[src/rtl/rs_pkg.sv]
// Shared GF(2^5) definitions for the RS(31,k) decoder front end.
// Contents: field constants, the sequencer state type, and alpha^i helpers.
package rs_pkg;

    localparam int                GF_W     = 5;
    localparam int                GF_ORDER = 31;
    localparam logic [GF_W:0]     GF_POLY  = 6'b100101;  // x^5 + x^2 + 1

    typedef enum logic [1:0] {
        ACCEPT,
        UPDATE,
        DONE
    } state_e;

    // Multiply by alpha = x, reducing modulo the field polynomial.
    function automatic logic [GF_W-1:0] gf_xtime(input logic [GF_W-1:0] a);
        return {a[GF_W-2:0], 1'b0} ^ (a[GF_W-1] ? GF_POLY[GF_W-1:0] : '0);
    endfunction

    function automatic logic [GF_W-1:0] alpha_pow(input int i);
        logic [GF_W-1:0] p;
        p = GF_W'(1);
        for (int j = 0; j < GF_ORDER; j++) begin
            if (j < i) p = gf_xtime(p);
        end
        return p;
    endfunction

endpackage

[src/rtl/gfadder.sv]
// GF(2^5) adder: addition in characteristic 2 is a bitwise XOR.
module gfadder
    import rs_pkg::*;
(
    input  logic [GF_W-1:0] a_i,
    input  logic [GF_W-1:0] b_i,
    output logic [GF_W-1:0] s_o
);

    assign s_o = a_i ^ b_i;

endmodule

[src/rtl/lcpmult.sv]
// Combinational GF(2^5) multiplier: MSB-first shift-and-add with reduction
// by the field polynomial at every step.
module lcpmult
    import rs_pkg::*;
(
    input  logic [GF_W-1:0] a_i,
    input  logic [GF_W-1:0] b_i,
    output logic [GF_W-1:0] p_o
);

    logic [GF_W-1:0] acc;

    // NOTE: blocking assignments here build a combinational chain; each loop
    // iteration consumes the previous iteration's value.
    always_comb begin
        acc = '0;
        for (int i = GF_W - 1; i >= 0; i--) begin
            acc = gf_xtime(acc) ^ (b_i[i] ? a_i : '0);
        end
        p_o = acc;
    end

endmodule

[src/rtl/syndrome_scheduler.sv]
// RS(31,k) syndrome sequencer: accepts one symbol, then spends N_SYN cycles
// updating one Horner accumulator per cycle through a shared multiplier.
module syndrome_scheduler
    import rs_pkg::*;
#(
    parameter int N_SYM = 31,
    parameter int N_SYN = 4
) (
    input  logic                  clock,
    input  logic                  reset,
    input  logic [GF_W-1:0]       sym_in,
    input  logic                  sym_valid,
    output logic                  sym_ready,
    output logic [GF_W*N_SYN-1:0] syn_out,
    output logic                  syn_valid,
    input  logic                  syn_ready,
    output logic                  error_free
);

    localparam int K_W   = (N_SYN > 1) ? $clog2(N_SYN) : 1;
    localparam int CNT_W = 5;

    state_e           state_q, state_d;
    logic [GF_W-1:0]  sym_q, sym_d;
    logic [K_W-1:0]   k_q, k_d;
    logic [CNT_W-1:0] cnt_q, cnt_d;
    logic [GF_W-1:0]  syn_q [N_SYN];
    logic [GF_W-1:0]  alpha_tab [N_SYN];
    logic [N_SYN-1:0] syn_we;
    logic             syn_clr;
    logic [GF_W-1:0]  mul_a, mul_b, prod, sum;

    for (genvar gi = 0; gi < N_SYN; gi++) begin : g_syn
        assign alpha_tab[gi]              = alpha_pow(gi + 1);
        assign syn_out[GF_W*gi +: GF_W]   = syn_q[gi];
    end

    assign error_free = ~|syn_out;

    always_comb begin
        mul_a = '0;
        mul_b = '0;
        for (int i = 0; i < N_SYN; i++) begin
            if (k_q == K_W'(i)) begin
                mul_a = syn_q[i];
                mul_b = alpha_tab[i];
            end
        end
    end

    lcpmult u_mult (.a_i(mul_a), .b_i(mul_b), .p_o(prod));
    gfadder u_add  (.a_i(prod),  .b_i(sym_q), .s_o(sum));

    // NOTE: every signal gets a default before the case so no latch is inferred.
    always_comb begin
        state_d   = state_q;
        sym_d     = sym_q;
        k_d       = k_q;
        cnt_d     = cnt_q;
        syn_we    = '0;
        syn_clr   = 1'b0;
        sym_ready = 1'b0;
        syn_valid = 1'b0;
        case (state_q)
            ACCEPT: begin
                sym_ready = 1'b1;
                if (sym_valid) begin
                    sym_d   = sym_in;
                    k_d     = '0;
                    state_d = UPDATE;
                end
            end
            UPDATE: begin
                for (int i = 0; i < N_SYN; i++) syn_we[i] = (k_q == K_W'(i));
                if (k_q == K_W'(N_SYN - 1)) begin
                    k_d     = '0;
                    cnt_d   = cnt_q + 1'b1;
                    state_d = (cnt_q == CNT_W'(N_SYM - 1)) ? DONE : ACCEPT;
                end else begin
                    k_d = k_q + 1'b1;
                end
            end
            DONE: begin
                syn_valid = 1'b1;
                if (syn_ready) begin
                    syn_clr = 1'b1;
                    cnt_d   = '0;
                    state_d = ACCEPT;
                end
            end
            default: state_d = ACCEPT;
        endcase
    end

    always_ff @(posedge clock or posedge reset) begin
        if (reset) begin
            state_q <= ACCEPT;
            sym_q   <= '0;
            k_q     <= '0;
            cnt_q   <= '0;
        end else begin
            state_q <= state_d;
            sym_q   <= sym_d;
            k_q     <= k_d;
            cnt_q   <= cnt_d;
        end
    end

    // NOTE: the accumulators are ordinary flops, not RAM, so resetting them is
    // cheap and keeps syn_out and error_free defined straight out of reset.
    always_ff @(posedge clock or posedge reset) begin
        if (reset) begin
            for (int i = 0; i < N_SYN; i++) syn_q[i] <= '0;
        end else begin
            for (int i = 0; i < N_SYN; i++) begin
                if (syn_clr)        syn_q[i] <= '0;
                else if (syn_we[i]) syn_q[i] <= sum;
            end
        end
    end

endmodule

[config.mk]
export PLATFORM = sky130hd
export DESIGN_NAME = syndrome_scheduler
export DESIGN_NICKNAME = d
export VERILOG_FILES = /design/src/rtl/rs_pkg.sv /design/src/rtl/gfadder.sv /design/src/rtl/lcpmult.sv /design/src/rtl/syndrome_scheduler.sv
export SDC_FILE = /design/constraint.sdc
export NUM_CORES = 1
export LEC_CHECK = 0
export ABC_AREA = 1
export BUFFER_PORTS_ARGS = -buffer_cell sky130_fd_sc_hd__buf_2
export CAP_MARGIN = 20
export CORE_UTILIZATION = 61
export DETAILED_ROUTE_END_ITERATION = 10
export PLACE_DENSITY = 0.84
export RECOVER_POWER = 50
export SETUP_SLACK_MARGIN = 0.02
export SYNTH_ARGS = -nofsm -noshare
export SYNTH_HDL_FRONTEND = slang
export SYNTH_SLANG_ARGS = --single-unit
[constraint.sdc]
create_clock -name clock -period 4.15 [get_ports clock]
set_input_delay 0.2075 -clock clock [delete_from_list [all_inputs] [get_ports clock]]
set_output_delay 0.2075 -clock clock [all_outputs]
set_load 0.01 [all_outputs]
; ---- Yosys cells after proc, flatten, opt, wreduce, memory -nomap -nowiden
; Cells that the tools add are included.
[classes]
n_eq_ne = 9
n_mux = 41
bitwise_logic = 9
reduce_logical = 14
addsub = 2
[ops]
columns = operator, n
row1 = 5-bit 2-to-1 mux, 22
row2 = 5-bit bitwise XOR, 9
row3 = 20-bit OR reduction, 1
row4 = 2-bit 2-to-1 mux, 7
row5 = 3-bit 2-to-1 mux, 4
row6 = 2-bit nonzero test, 6
row7 = 5-bit one-hot mux with 2 select lines, 1
row8 = 2-bit equality test (second input constant), 3
row9 = 2-bit != test (second input constant), 3
row10 = 2-bit one-hot mux with 3 select lines, 1
row11 = 3-bit AND reduction, 2
row12 = 5-bit by 1-bit adder with 5-bit output (second input constant), 1
row13 = 5-bit equality test (second input constant), 1
row14 = 2-bit by 1-bit equality test with 1-bit output (second input constant), 2
row15 = 2-bit logical NOT, 2
row16 = 1-bit 2-to-1 mux, 4
row17 = 4-bit 2-to-1 mux, 1
row18 = 2-bit one-hot mux with 2 select lines, 1
row19 = 2-bit AND reduction, 2
row20 = 2-bit by 1-bit adder with 2-bit output (second input constant), 1
row21 = 1-bit logical NOT, 1
[totals]
elab_cells = 83
input_bits = 9
output_inout_bits = 23
ff_bits = 34

; ---- Logic depth before layout (Yosys ltp)
[logic_depth]
depth_word = 21
mapped_depth = 18
depth_no_buf = 18

; ---- Modules after synthesis
; Synthesis repeated with hierarchy kept, for this count alone.
[unflattened]
cells_unflattened = 339
area_unflattened_um2 = 2339.7
[by_module_without_submodules]
columns = module, instances, area_each_um2, cells_each, seq_area_each_um2
row1 = syndrome_scheduler, 1, 1835.5, 234, 850.8
row2 = lcpmult, 1, 410.4, 80, 0.0
row3 = gfadder, 1, 93.8, 25, 0.0

; ---- Worst setup path after synthesis
; No wires, ideal clock.
[synth_timing]
path_kind = register -> register
startpoint = register k_q[0]
endpoint = register syn_q (netlist bit syn_out[18])
synth_period_minus_slack_ps = 1954
setup_slack_ps = 2196
setup_time_ps = 118
stages_incl_launch_ff = 17
arrival_time_ps = 1836
required_ps = 4032
n_path_buf = 1
path_cell_list = dfrtp_1 -> inv_1 -> ha_1 -> buf_4 -> a21oi_1 -> nand2_1 -> nand2_1 -> nand2_2 -> nand2_2 -> xor2_1 -> nand2_1 -> nand2_2 -> nand2_1 -> nand2_1 -> nand2_1 -> nand4_1 -> nand2_1
[synth_between]
elab_chain_cells = 18
elab_cells_between_ends = 32
cone_classes = eq/ne (3) / mux (18) / bitwise (9) / reduce/logical (2)
[synth_lines]
columns = element, line
row1 = start: declaration, syndrome_scheduler.sv:25  ; logic [K_W-1:0] k_q, k_d;
row2 = start signal: assignment, syndrome_scheduler.sv:104  ; k_q <= k_d;
row3 = 2-bit logical NOT, syndrome_scheduler.sv:44  ; if (k_q == K_W'(i)) begin
row4 = 5-bit 2-to-1 mux (4 in series), syndrome_scheduler.sv:44
row5 = 5-bit 2-to-1 mux, lcpmult.sv:18  ; acc = gf_xtime(acc) ^ (b_i[i] ? a_i : '0);
row6 = 3-bit 2-to-1 mux or 5-bit bitwise XOR (tied branches), rs_pkg.sv:17  ; return {a[GF_W-2:0], 1'b0} ^ (a[GF_W-1] ? GF_POLY[GF_W-1:0] : '0);
row7 = "5-bit bitwise XOR, on equally long branches", "rs_pkg.sv:17, lcpmult.sv:18"
row8 = "5-bit bitwise XOR, on equally long branches", "lcpmult.sv:18, rs_pkg.sv:17"
row9 = "5-bit bitwise XOR, on equally long branches", "rs_pkg.sv:17, lcpmult.sv:18"
row10 = 5-bit bitwise XOR or 3-bit 2-to-1 mux (tied branches), "lcpmult.sv:18, rs_pkg.sv:17"
row11 = 5-bit bitwise XOR, rs_pkg.sv:17
row12 = 5-bit bitwise XOR, lcpmult.sv:18
row13 = 5-bit bitwise XOR, rs_pkg.sv:17
row14 = 5-bit bitwise XOR, lcpmult.sv:18
row15 = 5-bit bitwise XOR, gfadder.sv:10  ; assign s_o = a_i ^ b_i;
row16 = 5-bit 2-to-1 mux, syndrome_scheduler.sv:117  ; else if (syn_we[i]) syn_q[i] <= sum;
row17 = 5-bit 2-to-1 mux, syndrome_scheduler.sv:116  ; if (syn_clr) syn_q[i] <= '0;
row18 = end signal: indexed assignment, syndrome_scheduler.sv:117
row19 = end: declaration, syndrome_scheduler.sv:27  ; logic [GF_W-1:0] syn_q [N_SYN];
; Parallel ways exist; a longest one is shown, timed or not. The select of a mux whose other input is x is not followed.
; A chain may end at the register's enable or synchronous reset.

; ---- Final worst setup path
[layout_timing]
startpoint = register k_q[0]
endpoint = register syn_q (netlist bit syn_out[8])
; The elaborated chain is that of the path after synthesis.

==> results by group <==
Yosys
  – Post-synth net total: 319
  – Ys flop type: dfrtp_1
  – Cell variety after synth: 29
  – Seq/Total Area, Yosys: 0.388
  – Syn Area/Cell: around 7.2 µm²
  – Post-Syn Area: 0.00219 mm²
  – Mapped Cells: 303
  – Yosys Warn Count: 0
  – Number of synthesized flops with an enable pin: 0
  – #FFs+latches synth: 34
  – Post-synth ARST share: 1.00

Die
  – Core area: 0.00339 mm²
  – Die Area: between 0.003 and 0.004 mm²
  – Die Y: 62.0 µm
  – Die width: around 62 µm
  – Starting Density: 0.647
  – IO Pins: 32
  – Row count: 21

GRT
  – First-pass GRT wire length: slightly above 8000 µm
  – Pin count of the biggest net entering global routing: 35
  – Vias in the first global route: 1849
  – GR Util All Layers: 0.300
  – Number of antenna violations at the first check in global routing: 0
  – GR Overflow Total: 0

Worst setup path
  – CP Max Fanout: 21
  – Top cell by count, worst path: nand2_1
  – CP arrival: ~2.8 ns
  – WP data required: around 4.4 ns
  – Kind of start point of the critical path: flip-flop
  – CP max stage delay: 0.63 ns
  – Origin of the worst setup path: k_q[0]$_DFFE_PP0P_
  – Critical path's slowest cell: ha_1
  – Crit Path Class: flip-flop to flip-flop
  – Crit-path cells: inv_1 > ha_1 > a21oi_1 > nand2_1 > nand2_1 > nand2_2 > nand2_2 > xnor2_1 > nand2_1 > nand2_2 > nand2_1 > nand2_1 > nand2_1 > nand4_1 > nand2_1
  – Reg-to-Reg Start: k_q[0]$_DFFE_PP0P_
  – Setup crit end kind: flip-flop

Placed design
  – GPL Wtd Cong: 0.950
  – Post-detail-place hpwl: ~3800 µm
  – Dpl ws: 1.69 ns
  – Placed insts: 376
  – IO Port Bufs: 31

Finish
  – Sequential Area: 851 µm²
  – Final core utilization: 0.732
  – Number of diodes: 0
  – Fin cells: 385
  – # fillers: 269
  – Multi-input logic area: about 0.0012 mm²
  – Fraction of layout cells with a size suffix above 1: 0.153
  – Area delta synth->final: 13.2%
  – Final nets: 354

CTS
  – Worst-path clk slew: approximately 0.12 ns
  – # clock sinks: 34
  – Max Buffers Root-to-Sink: 2
  – CTS buffer count: 5
  – Clk_lat worst skew: 0.35 ns
  – H-tree depth: 2
  – Clock root cell: clkbuf_4
  – CTS tree: done

Power and ir drop
  – Final Power: around 2.4 mW
  – Worst vdd ir: 0.000688 V
  – P_leak: 1.32 nW
  – PD cells: slightly below 1000 mW/mm²

Route
  – Starting DRT DRC Count: 150
  – Drt total wl: 5180 µm
  – DRC errors left: 0
  – Via count: 2132
  – Vias per cell: 5.54
  – Pre-Repair DR Iteration Count: 4
  – WL per Instance: 13.4 µm
  – Antenna viol nets, final: 0

Timing
  – Final hold violations: 0
  – Fin Clk Skew: approximately 0.013 ns
  – Slew @ Worst Pin: 1.82 ns
  – Fmax: 394 MHz
  – RSZ-0062 raised after global routing: no
  – Final-report setup violation count: 0
  – Max-slew violations: 35
  – Crit share post-route: 0.611
  – Worst setup margin: 1.61 ns
  – Post-route setup TNS: 0 ns
  – Fin crit period: 2.54 ns
  – Slew HR: -0.213

Hold path
  – Hold path startpoint: sym_in[1]
  – Worst min-delay path category: input pin to flip-flop

Status
  – Outcome: finished with violations
  – Failing checks: max-capacitance violations, max-slew violations

Flow run
  – Max Cap Viol: 1
-- Yosys cell counts (2+ instances only) --
cell	count	area share
nand2_1	115	0.20
dfrtp_1	34	0.39
inv_1	31	0.053
nand3_1	17	0.039
a21oi_1	14	0.032
nand4_1	13	0.037
nand2_2	11	0.031
nor2_1	10	0.017
ha_1	7	0.040
xnor2_1	7	0.028
o21ai_0	6	0.014
inv_2	4	0.0068
nor4_1	4	0.011
o21ai_1	4	0.0091
o21ai_2	4	0.016
buf_2	3	0.0068
nand3_2	3	0.014
xor2_1	3	0.012
buf_4	2	0.0068
or2_1	2	0.0057
-- cell families after synthesis --
group,Yosys count,share of synthesized area
adders and majority gates,7,0.0399
xor gates and xnor gates,11,0.0474
AOI/OAI and AO/OA,32,0.0856
buffers and inverters,40,0.0736
and+or+nand+nor,179,0.366
DFF,34,0.388
-- registers in the layout, indices dropped and copies added, names as in the netlist --
name     cells
syn_out     20
state_q      2
k_q          2
sym_q        5
cnt_q        5
-- layout by cell type, fill, tap and decap left out, types with 2 or more instances in the layout --
cell type  synthesis  final
nor2_1            10     10
o21ai_1            4      4
bufinv_16          0      2
nor4_1             4      4
inv_1             31     31
nand2_1          115    115
nand4_1           13     13
a21oi_1           14     14
o21ai_0            6      6
or2_1              2      2
inv_2              4      4
nand3_1           17     17
clkbuf_1           0     12
nand3_2            3      3
o21ai_2            4      4
ha_1               7      7
xnor2_1            7      7
dfrtp_1           34     34
xor2_1             3      3
clkbuf_4           0      5
nand2_2           11     11
buf_2              3     20
-- path summary, 6_finish.rpt --
| path | end | slack [ns] | depth (start not counted) |
|---|---|---|---|
| max in group asynchronous | k_q[1]$_DFFE_PP0P_ | 2.05 | 4 |
| worst min-delay path | sym_q[1]$_DFFE_PP0P_ | 0.06 | 3 |
| worst max register to register | syn_out[8]$_DFFE_PP0P_ | 1.61 | 15 |
| worst max-delay path | syn_out[8]$_DFFE_PP0P_ | 1.61 | 15 |
| min in group asynchronous | cnt_q[1]$_DFFE_PP0P_ | 1.05 | 4 |
| worst min register to register | sym_q[1]$_DFFE_PP0P_ | 0.52 | 2 |
-- where the power goes --
| group | internal (mW) | switching, mW | total [mW] |
|---|---|---|---|
| logic | 0.488 | 0.959 | 1.45 |
| clock network | 0.188 | 0.125 | 0.313 |
| registers | 0.492 | 0.168 | 0.660 |
-- cell type report --
class | instances | area share
multi-input cells | 229 | 0.476
flip-flops and latches | 34 | 0.343
repair buffers | 33 | 0.0625
inverters | 35 | 0.0529
clock inverters | 3 | 0.0277
well taps | 46 | 0.0232
clock buffers | 5 | 0.0151
-- per-stage QoR --
| step | hold WS (ns) | instance area (µm²) |
|---|---|---|
| 2_1_floorplan | 0.324 | 2190 |
| 4_1_cts | 0.0495 | 2500 |
| 3_3_place_gp | 0.315 | 2380 |
| 3_5_place_dp | 0.322 | 2380 |
| 5_1_grt | 0.0547 | 2480 |
| 6_report | 0.0581 | 2480 |
-- metal layers --
layer / track usage / share of wire / vias up / wire length (µm)
met3: 0.0663 / 0.056 / 15 / 290
met2: 0.527 / 0.50 / 80 / 2600
li1: - / - / 1047 / -
met4: 0.0857 / 0.021 / 0 / 110
met5: 0 / 0 / - / 0
met1: 0.368 / 0.42 / 990 / 2170
-- critical path, delay by kind of cell, from the launching register on --
| kind | cells | cell delay, ns |
|---|---|---|
| adder cells (fa/ha/maj) | 1 | 0.63 |
| flip-flops | 1 | 0.46 |
| XOR/XNOR | 1 | 0.17 |
| AND/OR/NAND/NOR | 11 | 1.00 |
| AO/OA/AOI/OAI | 1 | 0.08 |
| buffers and inverters | 1 | 0.11 |
-- timing repair --
action / in CTS / in global routing
hold endpoints to repair: 34 / 0
setup buffers: 0 / 0
hold buffers: 1 / 0
resized for setup: 0 / 0
Note: power is estimated with default switching activity, not from simulation.
